**config.mk**
```make
export PLATFORM = sky130hd
export DESIGN_NAME = vram_arbiter_flat
export DESIGN_NICKNAME = d
export VERILOG_FILES = /design/src/rtl/vram_arbiter_if.sv /design/src/rtl/vram_arbiter.sv /design/src/flat_wrapper.sv
export SDC_FILE = /design/constraint.sdc
export NUM_CORES = 1
export LEC_CHECK = 0
export BUFFER_PORTS_ARGS = -buffer_cell sky130_fd_sc_hd__buf_2
export CAP_MARGIN = 20
export CORE_MARGIN = 5
export CORE_UTILIZATION = 25
export CTS_BUF_LIST = sky130_fd_sc_hd__clkbuf_16
export DETAILED_ROUTE_END_ITERATION = 16
export PLACE_DENSITY = 0.54
export SETUP_SLACK_MARGIN = 0.02
export SYNTH_ARGS = -nofsm -noshare
export SYNTH_HDL_FRONTEND = slang
export SYNTH_SLANG_ARGS = --single-unit
```
**constraint.sdc**
```tcl
create_clock -name clk -period 4.1 [get_ports clk]
set_input_delay 0.41 -clock clk [delete_from_list [all_inputs] [get_ports clk]]
set_output_delay 0.41 -clock clk [all_outputs]
set_load 0.005 [all_outputs]
```
**src/rtl/vram_arbiter_if.sv**
```systemverilog
// Arbiter-facing bundle: CPU store channel, scanout read channel, fill command and the VRAM port.
// master = requesters plus VRAM model side, slave = the arbiter.
interface vram_arbiter_if #(
  parameter int ADDR_W = 7,
  parameter int DATA_W = 32
);
  logic              cpu_wvalid;
  logic              cpu_wready;
  logic [ADDR_W-1:0] cpu_waddr;
  logic [DATA_W-1:0] cpu_wdata;
  logic              scan_req;
  logic [ADDR_W-1:0] scan_addr;
  logic              scan_ack;
  logic [DATA_W-1:0] scan_rdata;
  logic              fill_start;
  logic [DATA_W-1:0] fill_value;
  logic              fill_busy;
  logic              mem_en;
  logic              mem_we;
  logic [ADDR_W-1:0] mem_addr;
  logic [DATA_W-1:0] mem_wdata;
  logic [DATA_W-1:0] mem_rdata;

  modport master (
    output cpu_wvalid, cpu_waddr, cpu_wdata, scan_req, scan_addr,
           fill_start, fill_value, mem_rdata,
    input  cpu_wready, scan_ack, scan_rdata, fill_busy,
           mem_en, mem_we, mem_addr, mem_wdata
  );

  modport slave (
    input  cpu_wvalid, cpu_waddr, cpu_wdata, scan_req, scan_addr,
           fill_start, fill_value, mem_rdata,
    output cpu_wready, scan_ack, scan_rdata, fill_busy,
           mem_en, mem_we, mem_addr, mem_wdata
  );
endinterface

```
**src/rtl/vram_arbiter.sv**
```systemverilog
// Single-port VRAM arbiter: scan read > CPU FIFO pop / fill write; scan data 1 cycle after grant.
// CPU backpressure via cpu_wready (FIFO full or fill pending); fill engine present only with VRAM_ARB_FILL_EN.
module vram_arbiter #(
  parameter int ADDR_W = 7,
  parameter int DATA_W = 32
) (
  input logic          clk,
  input logic          rst,
  vram_arbiter_if.slave bus
);
  typedef enum logic [1:0] {IDLE, DRAIN, FILL} state_t;

  state_t            state, state_nxt;
  logic [ADDR_W-1:0] fifo_addr [2];
  logic [DATA_W-1:0] fifo_data [2];
  logic              wr_ptr, rd_ptr;
  logic [1:0]        count;
  logic              rd_pend;
  logic              full, empty, scan_grant, push, pop, fill_wr;
  logic [ADDR_W-1:0] fill_addr;
  logic [DATA_W-1:0] fill_dat;

  assign full  = (count == 2'd2);
  assign empty = (count == 2'd0);

  // Grants are gated by rst so the port stays quiet while reset is held.
  assign scan_grant     = rst && bus.scan_req && !rd_pend;
  assign bus.cpu_wready = rst && !full && (state == IDLE);
  assign push           = bus.cpu_wvalid && bus.cpu_wready;
  assign pop            = !scan_grant && !empty && (state != FILL);

  assign bus.scan_ack   = rd_pend;
  assign bus.scan_rdata = bus.mem_rdata;
  assign bus.fill_busy  = (state != IDLE);

  always_ff @(posedge clk or negedge rst) begin
    if (!rst) begin
      wr_ptr  <= 1'b0;
      rd_ptr  <= 1'b0;
      count   <= 2'd0;
      rd_pend <= 1'b0;
      state   <= IDLE;
    end else begin
      if (push) wr_ptr <= !wr_ptr;
      if (pop)  rd_ptr <= !rd_ptr;
      count   <= count + {1'b0, push} - {1'b0, pop};
      rd_pend <= scan_grant;
      state   <= state_nxt;
    end
  end

  always_ff @(posedge clk) begin
    if (push) begin
      fifo_addr[wr_ptr] <= bus.cpu_waddr;
      fifo_data[wr_ptr] <= bus.cpu_wdata;
    end
  end

`ifdef VRAM_ARB_FILL_EN
  logic [ADDR_W-1:0] cnt, cnt_nxt;
  logic [DATA_W-1:0] fill_val;

  assign fill_wr   = (state == FILL) && !scan_grant;
  assign fill_addr = cnt;
  assign fill_dat  = fill_val;

  always_comb begin
    state_nxt = state;
    cnt_nxt   = cnt;
    case (state)
      IDLE: begin
        // A store accepted alongside fill_start is already queued, so it must drain first.
        if (bus.fill_start) state_nxt = (empty && !push) ? FILL : DRAIN;
      end
      DRAIN: begin
        if (empty) state_nxt = FILL;
      end
      FILL: begin
        if (fill_wr) begin
          if (&cnt) begin
            state_nxt = IDLE;
            cnt_nxt   = '0;
          end else begin
            cnt_nxt = cnt + 1'b1;
          end
        end
      end
      default: state_nxt = IDLE;
    endcase
  end

  always_ff @(posedge clk or negedge rst) begin
    if (!rst) begin
      cnt      <= '0;
      fill_val <= '0;
    end else begin
      cnt <= cnt_nxt;
      if (state == IDLE && bus.fill_start) fill_val <= bus.fill_value;
    end
  end
`else
  logic unused_fill;
  assign unused_fill = ^{bus.fill_start, bus.fill_value};
  assign fill_wr     = 1'b0;
  assign fill_addr   = '0;
  assign fill_dat    = '0;
  assign state_nxt   = IDLE;
`endif

  always_comb begin
    bus.mem_en    = 1'b0;
    bus.mem_we    = 1'b0;
    bus.mem_addr  = '0;
    bus.mem_wdata = '0;
    if (scan_grant) begin
      bus.mem_en   = 1'b1;
      bus.mem_addr = bus.scan_addr;
    end else if (pop) begin
      bus.mem_en    = 1'b1;
      bus.mem_we    = 1'b1;
      bus.mem_addr  = fifo_addr[rd_ptr];
      bus.mem_wdata = fifo_data[rd_ptr];
    end else if (fill_wr) begin
      bus.mem_en    = 1'b1;
      bus.mem_we    = 1'b1;
      bus.mem_addr  = fill_addr;
      bus.mem_wdata = fill_dat;
    end
  end
endmodule
```
**src/flat_wrapper.sv**
```systemverilog
// flat-port wrapper written by rule: the top's interface ports become plain ports
module vram_arbiter_flat 
#(
  parameter int ADDR_W = 7,
  parameter int DATA_W = 32
)
  (clk, rst, bus_cpu_wvalid, bus_cpu_waddr, bus_cpu_wdata, bus_scan_req, bus_scan_addr, bus_fill_start, bus_fill_value, bus_mem_rdata, bus_cpu_wready, bus_scan_ack, bus_scan_rdata, bus_fill_busy, bus_mem_en, bus_mem_we, bus_mem_addr, bus_mem_wdata);
  vram_arbiter_if #(.ADDR_W(ADDR_W), .DATA_W(DATA_W)) bus_i ();
  input logic clk;
  input logic rst;
  input wire logic [$bits(bus_i.cpu_wvalid)-1:0] bus_cpu_wvalid;
  input wire logic [$bits(bus_i.cpu_waddr)-1:0] bus_cpu_waddr;
  input wire logic [$bits(bus_i.cpu_wdata)-1:0] bus_cpu_wdata;
  input wire logic [$bits(bus_i.scan_req)-1:0] bus_scan_req;
  input wire logic [$bits(bus_i.scan_addr)-1:0] bus_scan_addr;
  input wire logic [$bits(bus_i.fill_start)-1:0] bus_fill_start;
  input wire logic [$bits(bus_i.fill_value)-1:0] bus_fill_value;
  input wire logic [$bits(bus_i.mem_rdata)-1:0] bus_mem_rdata;
  output wire logic [$bits(bus_i.cpu_wready)-1:0] bus_cpu_wready;
  output wire logic [$bits(bus_i.scan_ack)-1:0] bus_scan_ack;
  output wire logic [$bits(bus_i.scan_rdata)-1:0] bus_scan_rdata;
  output wire logic [$bits(bus_i.fill_busy)-1:0] bus_fill_busy;
  output wire logic [$bits(bus_i.mem_en)-1:0] bus_mem_en;
  output wire logic [$bits(bus_i.mem_we)-1:0] bus_mem_we;
  output wire logic [$bits(bus_i.mem_addr)-1:0] bus_mem_addr;
  output wire logic [$bits(bus_i.mem_wdata)-1:0] bus_mem_wdata;
  assign bus_i.cpu_wvalid = bus_cpu_wvalid;
  assign bus_i.cpu_waddr = bus_cpu_waddr;
  assign bus_i.cpu_wdata = bus_cpu_wdata;
  assign bus_i.scan_req = bus_scan_req;
  assign bus_i.scan_addr = bus_scan_addr;
  assign bus_i.fill_start = bus_fill_start;
  assign bus_i.fill_value = bus_fill_value;
  assign bus_i.mem_rdata = bus_mem_rdata;
  assign bus_cpu_wready = bus_i.cpu_wready;
  assign bus_scan_ack = bus_i.scan_ack;
  assign bus_scan_rdata = bus_i.scan_rdata;
  assign bus_fill_busy = bus_i.fill_busy;
  assign bus_mem_en = bus_i.mem_en;
  assign bus_mem_we = bus_i.mem_we;
  assign bus_mem_addr = bus_i.mem_addr;
  assign bus_mem_wdata = bus_i.mem_wdata;
  vram_arbiter #(.ADDR_W(ADDR_W), .DATA_W(DATA_W)) u_core (.clk(clk), .rst(rst), .bus(bus_i));
endmodule
```
==> metrics.yaml <==
clock_tree:
  cts_sinks: 83
  insertion_delay_ps: 340
  hold_buffers: 1
  cts_buffer_depth: 2
  clk_pin_slew_ps: 60
  post_cts_buffers: 0
  tritoncts: "yes"
  htree_levels: 3
  cts-buffers-inserted: 9
  post_cts_resized: 0
  ctsRootBufferMaster: "clkbuf_16"
route:
  wire_per_inst_um: 14.88
  drt_iter0_drc: 93
  avgViaCountPerCell: 4.017
  wl_um: 7128
  vias: 1924
  drtAntennaViolNets: 0
  first_pass_iters: 3
  drc: 0
timing:
  period_needed_ps: 2868
  fin_crit_sh_pct: 69.96
  grt_setup_unrepaired: "false"
  hold_viol_final: 0
  fin_setup_tns_ps: 0
  drv_slew: 0
  setup_viol: 0
  finClkSkew_ps: 9.126
  fin_ws_ps: 1232
  slew_headroom_pct: 31.31
  worst_pin_slew_ps: 1030
  fmax_mhz: 348.6
placement:
  dpl.hpwl_um: 4728
  dpl.cell_count: 461
  dp_worst_setup_slack_ps: 1659
  gp_congestion: 0.6652
  io_buffers: 92
critical_path:
  end_kind: "output port"
  critPathLaunchType: "primary input"
  crit_type: "in -> out"
  critPathMaxFanout: 22
  arrival_ps: 2460
  critPathRequiredTime_ps: 3690
global_routing:
  grt_max_degree: 42
  grt_pass1_wl_um: 10940
  overflow: 0
  grt_pass1_vias: 2038
  grt_usage_pct: 8.988
  antenna_found_initial: 0
die:
  core.rowCount: 43
  coreArea_um2: 13770
  initial_core_util_pct: 25.30
  die_w_um: 128.1
  die-area_um2: 16400
  die_h_um: 128.1
  ios: 191
flow_run:
  drv_cap: 0
final_layout:
  diodes: 0
  fin_nets: 410
  syn_to_final_growth_pct: 20.93
  drive_gt1_share_pct: 37.79
  final_cell_count_no_fill: 479
synthesis:
  ys_warn_count: 0
  syn_area_per_cell_um2: 15.22
  syn_nets: 345
  ys_seq_area_share_pct: 70.81
  synthCells: 229
  synth_cell_types: 22
  synth-seq-cells: 83
  syn_area_um2: 3485
pwr:
  finalPower_mw: 2.348
  cellPowerDensity_nw_per_um2: 557.2
  ir_worst_vdd_uv: 227.3
  p_leak_nw: 1.744
outcome:
  status: "complete, no violations"
hold_path:
  hp-class: "in -> reg"
## synth_stat cells
library cell / instances / share of area, %
mux2i_1: 39 / 11
and2_1: 1 / 0.18
or3_1: 1 / 0.18
nor2_1: 33 / 3.6
buf_2: 7 / 1.0
xnor2_2: 1 / 0.47
o21ai_0: 3 / 0.43
and3b_1: 1 / 0.25
xnor2_1: 2 / 0.50
buf_4: 35 / 7.5
ha_1: 1 / 0.36
and3_1: 1 / 0.18
nand3_1: 1 / 0.14
nand2b_1: 1 / 0.18
dfrtp_1: 5 / 3.6
nand2_1: 8 / 0.86
o21ai_1: 6 / 0.86
conb_1: 1 / 0.11
o21bai_4: 1 / 0.54
edfxtp_1: 78 / 67
inv_1: 2 / 0.22
buf_8: 1 / 0.43
## cells by family after synthesis
kind of cell / after synthesis / share of synthesized area, %
other cells: 1 / 0.1076
mux: 39 / 11.20
flops: 83 / 70.81
compound gates: 10 / 1.831
fa+ha+maj: 1 / 0.3590
xor+xnor: 3 / 0.9697
buf+inv: 45 / 9.192
simple gates: 47 / 5.530
## critical path: stages
cell and delay, ps:
dlygate4sd3_1 520, buf_2 190, and3b_1 470, o21bai_4 410, buf_16 230, o21ai_0 90
buf_2 130
## power by group
part / leakage [nW] / switching, mW / internal [mW]
clock: 0.143 / 0.312 / 0.464
sequential: 0.778 / 0.0674 / 1.04
combinational: 0.823 / 0.242 / 0.226
## cell type report
cell class	count	area, um2
multi-input cells	101	705.7
well taps	180	225.2
clock buffers	9	225.2
inverters	2	7.507
fillers	1447	9559
clock inverters	7	61.31
repair buffers	97	520.5
flip-flops and latches	83	2469
## per-stage QoR
| stage | hold slack, ps | instance area [um2] | utilization (%) |
|---|---|---|---|
| floorplan | 114.4 | 3485 | - |
| global placement | 245.5 | 3890 | 28.24 |
| detailed placement | 246.3 | 3890 | 28.24 |
| CTS | 237.9 | 4187 | 30.40 |
| global route | 242.8 | 4214 | 30.60 |
| finish | 261.5 | 4214 | 30.60 |
## metal layers
metal / routed length [um] / global-route usage (%)
met1: 2858 / 9.979
met2: 3339 / 13.52
met3: 503 / 3.667
met4: 426 / 7.241
met5: 0 / 0
## registers in the layout (all words and copies together) (netlist names)
| name | count |
|---|---|
| u_core.fifo_data | 64 |
| u_core.fifo_addr | 14 |
| u_core.count | 2 |
| u_core.bus.scan_ack | 1 |
| u_core.rd_ptr | 1 |
| u_core.wr_ptr | 1 |
## worst paths after layout
| check | startpoint | end | slack [ps] | cells past startpoint |
|---|---|---|---|---|
| max | rst | bus_mem_addr[6] | 1230 | 7 |
| min | bus_cpu_wdata[16] | u_core.fifo_data[1][16]$_DFFE_PP_ | 260 | 1 |
| max reg2reg | u_core.count[0]$_DFF_PN0_ | u_core.fifo_addr[0][4]$_DFFE_PP_ | 2000 | 4 |
| min reg2reg | u_core.wr_ptr$_DFFE_PN0N_ | u_core.wr_ptr$_DFFE_PN0N_ | 550 | 1 |
| max in group asynchronous | rst | u_core.rd_ptr$_DFFE_PN0P_ | 3510 | 2 |
| min in group asynchronous | rst | u_core.bus.scan_ack$_DFF_PN0_ | 430 | 2 |
## cell usage in the layout, fill, tap and decap left out, drive strengths merged
cell | synthesis | layout
o21ai | 9 | 9
bufinv | 0 | 1
dfrtp | 5 | 5
nor2 | 33 | 33
o21bai | 1 | 1
and3 | 1 | 1
conb | 1 | 1
or3 | 1 | 1
clkinvlp | 0 | 1
ha | 1 | 1
mux2i | 39 | 39
edfxtp | 78 | 78
and2 | 1 | 1
dlygate4sd3 | 0 | 1
xnor2 | 3 | 3
nand2b | 1 | 1
nand3 | 1 | 1
buf | 43 | 96
clkinv | 0 | 3
clkbuf | 0 | 9
nand2 | 8 | 8
and3b | 1 | 1
inv | 2 | 4
Note: power is estimated with default switching activity, not from simulation.
